### src/rtl/shift_reg_univ.sv
// Universal shift register: shift left/right, parallel load, hold, optional rotate, with fill counter.
// Latency: sr_o/cnt_o/full_o/done_o registered (1 cycle); so_o combinational from sr_o and dir_i.
// Backpressure: none; every mode is accepted every cycle.
//
// Build option: define SHIFT_ROTATE_EN to enable mode 11 ROTATE; otherwise mode 11 holds.
//
// Ports:
//   clk     rising-edge clock
//   reset   synchronous active-high reset
//   clr_i   synchronous clear (same effect as reset)
//   mode_i  00 HOLD, 01 SHIFT, 10 LOAD, 11 ROTATE/HOLD
//   dir_i   0 = left (serial in at LSB), 1 = right (serial in at MSB)
//   x_i     serial input bit
//   par_i   parallel load word
//   sr_o    register contents
//   so_o    serial out bit on the outgoing side for the current dir_i
//   cnt_o   bits shifted in since last clear/load (saturates at WIDTH)
//   full_o  cnt_o == WIDTH
//   done_o  one-cycle pulse when a shift fills the register
module shift_reg_univ #(
   parameter int                 WIDTH     = 4,
   parameter logic [WIDTH-1:0]   RESET_VAL = '0
) (
   input  logic                         clk,
   input  logic                         reset,
   input  logic                         clr_i,
   input  logic [1:0]                   mode_i,
   input  logic                         dir_i,
   input  logic                         x_i,
   input  logic [WIDTH-1:0]             par_i,
   output logic [WIDTH-1:0]             sr_o,
   output logic                         so_o,
   output logic [$clog2(WIDTH+1)-1:0]   cnt_o,
   output logic                         full_o,
   output logic                         done_o
);

   localparam int CW = $clog2(WIDTH+1);

   localparam logic [CW-1:0] CNT_FULL = CW'(WIDTH);
   localparam logic [CW-1:0] CNT_LAST = CW'(WIDTH - 1);

   localparam logic [1:0] MODE_HOLD  = 2'b00;
   localparam logic [1:0] MODE_SHIFT = 2'b01;
   localparam logic [1:0] MODE_LOAD  = 2'b10;
   localparam logic [1:0] MODE_ROT   = 2'b11;

   logic [WIDTH-1:0] sr_q,   sr_d;
   logic [CW-1:0]    cnt_q,  cnt_d;
   logic             done_q, done_d;

   always_comb begin
      sr_d   = sr_q;
      cnt_d  = cnt_q;
      done_d = 1'b0;

      if (clr_i) begin
         // A clear discards any partially assembled word.
         sr_d  = RESET_VAL;
         cnt_d = '0;
      end else begin
         case (mode_i)
            MODE_HOLD: begin
            end
            MODE_SHIFT: begin
               if (dir_i)
                  sr_d = {x_i, sr_q[WIDTH-1:1]};
               else
                  sr_d = {sr_q[WIDTH-2:0], x_i};
               // Saturate rather than wrap so full_o stays up while streaming.
               if (cnt_q != CNT_FULL)
                  cnt_d = cnt_q + CW'(1);
               // Pulse only on the shift that completes the word.
               done_d = (cnt_q == CNT_LAST);
            end
            MODE_LOAD: begin
               // A load counts as a full word but not as a fill event.
               sr_d  = par_i;
               cnt_d = CNT_FULL;
            end
`ifdef SHIFT_ROTATE_EN
            MODE_ROT: begin
               if (dir_i)
                  sr_d = {sr_q[0], sr_q[WIDTH-1:1]};
               else
                  sr_d = {sr_q[WIDTH-2:0], sr_q[WIDTH-1]};
            end
`else
            MODE_ROT: begin
            end
`endif
            default: begin
            end
         endcase
      end
   end

   always_ff @(posedge clk) begin
      if (reset) begin
         sr_q   <= RESET_VAL;
         cnt_q  <= '0;
         done_q <= 1'b0;
      end else begin
         sr_q   <= sr_d;
         cnt_q  <= cnt_d;
         done_q <= done_d;
      end
   end

   assign sr_o   = sr_q;
   assign cnt_o  = cnt_q;
   assign done_o = done_q;
   assign full_o = (cnt_q == CNT_FULL);
   assign so_o   = dir_i ? sr_q[0] : sr_q[WIDTH-1];

endmodule

### config.mk
export PLATFORM = sky130hd
export DESIGN_NAME = shift_reg_univ
export DESIGN_NICKNAME = d
export VERILOG_FILES = /design/src/rtl/shift_reg_univ.sv
export SDC_FILE = /design/constraint.sdc
export NUM_CORES = 1
export LEC_CHECK = 0
export ABC_AREA = 1
export ABC_CLOCK_PERIOD_IN_PS = 1200
export CAP_MARGIN = 15
export CORE_AREA = 2 2 39 41
export DETAILED_ROUTE_END_ITERATION = 10
export DIE_AREA = 0 0 41 43
export PLACE_DENSITY = 0.83
export SLEW_MARGIN = 20
export SYNTH_ARGS = -nofsm -noshare
export SYNTH_HDL_FRONTEND = slang
export SYNTH_SLANG_ARGS = --single-unit
### constraint.sdc
create_clock -name clk -period 1.2 [get_ports clk]
set_input_delay 0.24 -clock clk [delete_from_list [all_inputs] [get_ports clk]]
set_output_delay 0.24 -clock clk [all_outputs]
set_load 0.05 [all_outputs]
==> results of run 1 <==
[cells in the final DEF (no fill, tap or decap), types with 3 or more instances in the layout]
cell type	instances
sky130_fd_sc_hd__nor2_1	5
sky130_fd_sc_hd__ha_4	3
sky130_fd_sc_hd__o21ai_1	4
sky130_fd_sc_hd__clkbuf_4	3
sky130_fd_sc_hd__inv_2	3
sky130_fd_sc_hd__inv_4	4
sky130_fd_sc_hd__clkdlybuf4s50_1	7
sky130_fd_sc_hd__nand2_2	4
sky130_fd_sc_hd__a21oi_2	3
sky130_fd_sc_hd__a21oi_1	7
sky130_fd_sc_hd__buf_12	11
sky130_fd_sc_hd__dfxtp_4	4
sky130_fd_sc_hd__dfxtp_1	3
sky130_fd_sc_hd__nand3_1	7
sky130_fd_sc_hd__buf_4	11
sky130_fd_sc_hd__nand2_1	13
sky130_fd_sc_hd__inv_1	8
[power breakdown]
| group | switching, mW | leakage [nW] | internal [mW] | total [mW] |
|---|---|---|---|---|
| clock network | 0.0961 | 0.0138 | 0.115 | 0.211 |
| logic | 0.175 | 0.385 | 0.171 | 0.346 |
| registers | 0.0193 | 0.0686 | 0.274 | 0.294 |
| total | 0.291 | 0.468 | 0.560 | 0.851 |
[cell usage after synthesis]
library cell               n  share of area [%]
sky130_fd_sc_hd__o21ai_1   1                1.0
sky130_fd_sc_hd__o21ai_0   5                5.0
sky130_fd_sc_hd__nor2_2    1                1.3
sky130_fd_sc_hd__nand2_2   1                1.3
sky130_fd_sc_hd__inv_1    14                 11
sky130_fd_sc_hd__dfxtp_1   8                 32
sky130_fd_sc_hd__nand3_1   7                7.1
sky130_fd_sc_hd__a21oi_1  10                 10
sky130_fd_sc_hd__nor2_1    5                3.8
sky130_fd_sc_hd__inv_2     2                1.5
sky130_fd_sc_hd__ha_1      5                 13
sky130_fd_sc_hd__nand2_1  18                 14
[stage by stage]
step                setup TNS, ns  hold slack (ns)  utilization, %
finish                     -0.335            0.578            76.9
global route               -0.541            0.609            76.9
CTS                        -0.304            0.560            73.3
detailed placement          -2.69            0.557            64.7
global placement            -2.31            0.552            64.7
floorplan                       0            0.402               -
[state kept, by name, summed over array words and instances, names as in the netlist]
register / cells
cnt_o: 3
sr_o: 4
done_o: 1
[cells by family (layout without fill, tap and decap cells)]
family	count (synthesis)	after routing	share of synthesized area, %
flops	8	8	32.2
simple gates	32	32	27.0
fa+ha+maj	5	5	12.6
buf+inv	16	51	12.1
compound gates	16	16	16.1
[worst max-delay path by stage]
stage	from	end	slack [ns]
floorplan	cnt_o[1]	full_o	0.005
global placement	mode_i[0]	sr_o[3]	-0.31
detailed placement	mode_i[0]	sr_o[2]	-0.39
CTS	cnt_o[1]	full_o	-0.19
global route	cnt_o[1]	full_o	-0.22
finish	cnt_o[1]	full_o	-0.19
[tightest hold or removal path, cell delays in order]
cell,delay (ns)
sky130_fd_sc_hd__dlymetal6s2s_1,0.14
sky130_fd_sc_hd__inv_2,0.07
sky130_fd_sc_hd__ha_4,0.16
sky130_fd_sc_hd__a21oi_1,0.05
sky130_fd_sc_hd__a21oi_1,0.13
[timing repair]
item / 4_1_cts / 5_1_grt
cloned: 0 / 0
gates resized for setup: 20 / 9
hold buffers: 0 / 0
buffers inserted: 5 / 3
endpoints found under the setup margin: 9 / 9
pin swaps: 3 / 2
[metal layers]
layer | part of all wire [%] | routed length, um | up-vias | track usage (%)
li1 | - | - | 314 | -
met1 | 35 | 605 | 292 | 20.5
met2 | 57 | 1000 | 26 | 41.9
met3 | 5.8 | 102 | 4 | 8.90
met4 | 2.2 | 38 | 0 | 8.67
met5 | 0 | 0 | - | 0
[layout make-up]
type / instances / share of cell area (%)
sequential: 8 / 16.6
multi-input combinational: 53 / 34.6
inverter: 16 / 6.94
tap: 16 / 1.88
clock buffer: 3 / 2.12
timing repair buffer: 32 / 37.9
==> results by group, run 1 <==
Outcome
  • Result of the run: finished with violations
  • Violated checks: setup timing

Floorplanning
  • Total core area: 0.00138 sq mm
  • Boundary pin count: 21
  • Chip width: 41 um
  • Die span in y: 43 um
  • Floorplan row count: 14
  • Full die area: 0.00176 sq mm
  • Initial Util: 35.9%

Synthesis
  • Mean instance size in the synthesized netlist: 6.45 sq um
  • Share of the yosys chip area belonging to registers: 32.2%
  • Net Count, Synth: 93
  • Mapped cell area: 497 sq um
  • Count of cell types in the netlist: 12
  • Yosys reg bits: 8
  • Synthesized instance count: 77
  • Ys Warns: 0

Cells and area
  • Final std cell area, no fill: 0.00106 sq mm
  • Nets: 130
  • Filler-free cell count of the finished design: 128
  • Antenna diodes: 0
  • # fillers: 89
  • Sequential cell area in the final layout: 176 sq um
  • Area grow syn2layout: 114%
  • Area occupied by multi-input gates: 368 sq um
  • Proportion of layout cells with a drive suffix above 1: 49.1%

Critical path
  • Slowest cell on the critical path: sky130_fd_sc_hd__dfxtp_4
  • Endpoint kind of the worst setup timing path: output port
  • Highest cell delay on the worst timing path: 0.38 ns
  • Critical setup path kind: flop to output port
  • Capture instance of the worst register-to-register path: cnt_o[2]
  • CP Cell Sequence: inv_4, ha_4, nand2_4, clkinvlp_4, buf_12
  • Register-to-register setup slack: -0.11 ns
  • Worst Setup Start Kind: flop
  • Delay-heaviest family, CP: flip-flops
  • Reg-to-reg startpoint: cnt_o[0]
  • Worst-path fanout max: 3
  • Data required time of the worst path: 0.96 ns
  • Buffering stage count on the worst path with inverters included: 3
  • Data arrival at the endpoint of the critical path: 1.15 ns
  • Total number of cells along the worst setup path: 5
  • Number of cells on the worst reg-to-reg path: 6

STA
  • Portion of the clock cycle consumed by the worst path in the final layout: 116%
  • Total count of max-transition violations in the final report: 0
  • RSZ-0062 raised after global routing: yes
  • Slack of the critical path: -0.189 ns
  • Transition time at the pin with the least slew margin: 0.291 ns
  • Final-report hold violation count: 0
  • Worst clock skew: 0.00279 ns
  • Total setup violations reported at the end of the flow: 4
  • Maximum operating frequency: 720 MHz
  • Headroom to the max-slew limit: 80.5%
  • Clock period minus final worst setup slack: 1.39 ns

Drt
  • Per-cell routed wire length: 13.7 um
  • DRC viols: 0
  • Router iterations before antenna repair: 4
  • Sum of routed wire length over all layers: 1750 um
  • Vias per Instance: 4.97
  • Number of DRC markers in iteration 0: 6
  • Remaining antenna violation count after routing: 0
  • Total via count in the routed design: 636

CTS
  • Maximum buffer depth of the clock tree: 2
  • Clock latency on the worst-skew pair: 0.26 ns
  • Clock tree from TritonCTS: done
  • Root buffer cell: sky130_fd_sc_hd__clkbuf_4
  • H-tree levels: 1
  • Total clock buffers created by CTS: 3
  • Count of clock tree sinks: 8
  • Clock-pin transition on the worst setup and hold timing paths: 0.06 ns

Job
  • Total of max-cap violations: 0

Global route
  • Number of antenna violations at the first check in global routing: 0
  • Vias in the first global route: 613
  • Wire length of the first global-routing pass: 2610 um
  • Global-route usage over all layers: 22.9%
  • Global route overflow: 0
  • Largest net degree at the start of global routing: 8

Placement
  • DP Area: 896 sq um
  • HPWL after detailed placement: 1150 um
  • Total placed cells including tap cells: 117
  • Worst slack at placement: -0.388 ns
  • Placer congestion estimate: 0.748
  • Count of buffers from port buffering: 20

Worst hold path
  • Min-delay worst type: input port to flop
  • Worst hold path endpoint: sr_o[0]
  • Min-delay src: mode_i[0]
  • Cells on Worst Hold Path: 5

Power
  • Leak pwr: 0.468 nW
  • Power per Cell Area: 800 mW/mm^2
  • Maximum resistive drop on vdd: 0.442 mV
  • Power Total: 0.851 mW
No activity file was read; power rests on OpenSTA's default activity.
==> run 2, diff against run 1 <==
--- a/config.mk
+++ b/config.mk
@@ -6,7 +6,7 @@
 export NUM_CORES = 1
 export LEC_CHECK = 0
 export ABC_AREA = 1
-export ABC_CLOCK_PERIOD_IN_PS = 1200
+export ABC_CLOCK_PERIOD_IN_PS = 1400
 export CAP_MARGIN = 15
 export CORE_AREA = 2 2 39 41
 export DETAILED_ROUTE_END_ITERATION = 10
==> constraint.sdc (replaced) <==
create_clock -name clk -period 1.4 [get_ports clk]
set_input_delay 0.28 -clock clk [delete_from_list [all_inputs] [get_ports clk]]
set_output_delay 0.28 -clock clk [all_outputs]
set_load 0.05 [all_outputs]
==> run 2 against run 1 <==
- the flow now finishes without violations
- global-route usage shrank 4.6 points
- sequential power shrank 14%
- sequential cell count is the same
==> results by group, run 2 (synthesis results as in run 1) <==
Cells and area
  • Leading cell type in the layout, fill and taps excluded: sky130_fd_sc_hd__nand2_1
  • Number of flip-flops in the largest register: 4
  • Nets: 122
  • # fillers: 115
  • Antenna diodes: 0
  • Final std cell area, no fill: 908 sq um
  • Highest-count cells in the layout ignoring fill and taps: sky130_fd_sc_hd__nand2_1 (17), sky130_fd_sc_hd__inv_1 (11), sky130_fd_sc_hd__a21oi_1 (10), sky130_fd_sc_hd__buf_12 (10), sky130_fd_sc_hd__clkdlybuf4s50_1 (9)
  • Area grow syn2layout: 82.9%
  • Proportion of layout cells with a drive suffix above 1: 30.8%

Job
  • Total of max-cap violations: 0

Power
  • Maximum resistive drop on vdd: 0.437 mV
  • Power Total: 0.679 mW
  • Proportion of power drawn by the clock network: 27.4%
  • Internal power contribution: 0.452 mW
  • Leak pwr: 0.419 nW
  • Power per Cell Area: 747 mW/mm^2
  • P_sw: 0.227 mW
  • Switching fraction of total power: 33.4%
  • Combinational share of power: 35.2%
  • Sequential fraction of design power: 37.3%

STA
  • Final-report hold violation count: 0
  • Slack of the critical path: 0.0341 ns
  • Worst hold-check slack: 0.565 ns
  • Maximum operating frequency: 732 MHz
  • Portion of the clock cycle consumed by the worst path in the final layout: 97.6%
  • Transition time at the pin with the least slew margin: 0.261 ns
  • Total setup violations reported at the end of the flow: 0
  • Clock period minus final worst setup slack: 1.37 ns
  • Total count of max-transition violations in the final report: 0
  • Worst clock skew: 0.00882 ns
  • Headroom to the max-slew limit: 82.6%

Placement
  • DP Area: 863 sq um
  • Count of buffers from port buffering: 20
  • Worst slack at placement: -0.221 ns
  • Placer congestion estimate: 0.712
  • HPWL after detailed placement: 1070 um

CTS
  • Clock latency on the worst-skew pair: 0.26 ns
  • Total clock buffers created by CTS: 3
  • Count of clock tree sinks: 8
  • Post-CTS Setup Bufs: 0
  • Root buffer cell: sky130_fd_sc_hd__clkbuf_4
  • Maximum buffer depth of the clock tree: 2
  • Clock-pin transition on the worst setup and hold timing paths: 0.06 ns
  • Clock tree from TritonCTS: done
  • H-tree levels: 1

Floorplanning
  • Initial Util: 35.9%
  • Boundary pin count: 21
  • Full die area: 0.00176 sq mm
  • Floorplan row count: 14
  • Total core area: 0.00138 sq mm
  • Die span in y: 43 um
  • Chip width: 41 um

Global route
  • Global-route usage over all layers: 18.3%
  • Largest net degree at the start of global routing: 8
  • Vias in the first global route: 560
  • Number of antenna violations at the first check in global routing: 0
  • Global route overflow: 0
  • Wire length of the first global-routing pass: 2150 um

Critical path
  • Endpoint kind of the worst setup timing path: output port
  • Critical setup path kind: flop to output port
  • Worst Setup Start Kind: flop
  • Highest cell delay on the worst timing path: 0.38 ns
  • Slowest cell on the critical path: sky130_fd_sc_hd__dfxtp_4
  • CP Cell Sequence: inv_4, ha_4, nand2_2, inv_2, buf_12
  • Worst-path fanout max: 4
  • Data required time of the worst path: 1.12 ns
  • Data arrival at the endpoint of the critical path: 1.09 ns

Drt
  • Router iterations before antenna repair: 6
  • DRC viols: 0
  • Vias per Instance: 4.88
  • Per-cell routed wire length: 11.0 um
  • Remaining antenna violation count after routing: 0
  • Number of DRC markers in iteration 0: 7
  • Sum of routed wire length over all layers: 1320 um
  • Total via count in the routed design: 586

Worst hold path
  • Min-delay worst type: flop to flop

Outcome
  • Result of the run: complete, no violations
==> run 2: through the flow <==
stage                     std cells  utilization (%)  TNS (ns)
after floorplan                  77                -         0
after global placement          117             62.4    -0.954
after detailed placement        117             62.4     -1.35
after CTS                       120             64.5         0
after global routing            120             65.6  -0.00877
final                           120             65.6         0
==> run 2: routing by layer <==
| metal | GRT usage [%] | routed length (um) | up-vias |
|---|---|---|---|
| li1 | - | - | 297 |
| met1 | 18.4 | 492 | 262 |
| met2 | 30.6 | 726 | 23 |
| met3 | 8.38 | 82 | 4 |
| met4 | 7.33 | 15 | 0 |
| met5 | 0 | 0 | - |
==> run 2: power groups by stage <==
stage	combinational (mW)	clock [mW]	sequential, mW
finish	0.239	0.186	0.254
global placement	0.229	0	0.260
floorplan	0.0854	0	0.288
CTS	0.236	0.189	0.254
detailed placement	0.235	0	0.259
global route	0.260	0.206	0.255
==> run 2: repair_timing <==
| item | CTS | global route |
|---|---|---|
| gates resized for setup | 7 | 5 |
| endpoints found under the hold margin | 0 | 0 |
| hold buffers | 0 | 0 |
| setup endpoints to repair | 2 | 3 |
==> run 2: area by class of cell <==
type                       count  area, sq um  area share [%]
timing repair buffer          24          329            36.2
multi-input combinational     53          303            33.3
sequential                     8          171            18.9
inverter                      16         62.6            6.89
clock buffer                   3         22.5            2.48
tap                           16         20.0            2.20
==> run 2: worst max-delay path: cells and delay by family, from the launching register on <==
kind,cells,cell delay (ns)
AND/OR/NAND/NOR,1,0.07
adder cells (fa/ha/maj),1,0.15
flip-flops,1,0.38
buffers and inverters,3,0.22
==> run 2: final timing paths <==
| kind | cells past startpoint | slack [ns] | startpoint | endpoint |
|---|---|---|---|---|
| max | 5 | 0.03 | cnt_o[0] | full_o |
| min | 2 | 0.56 | cnt_o[2] | cnt_o[2] |
| max reg2reg | 5 | 0.21 | cnt_o[0] | cnt_o[2] |
| min reg2reg | 2 | 0.56 | cnt_o[2] | cnt_o[2] |
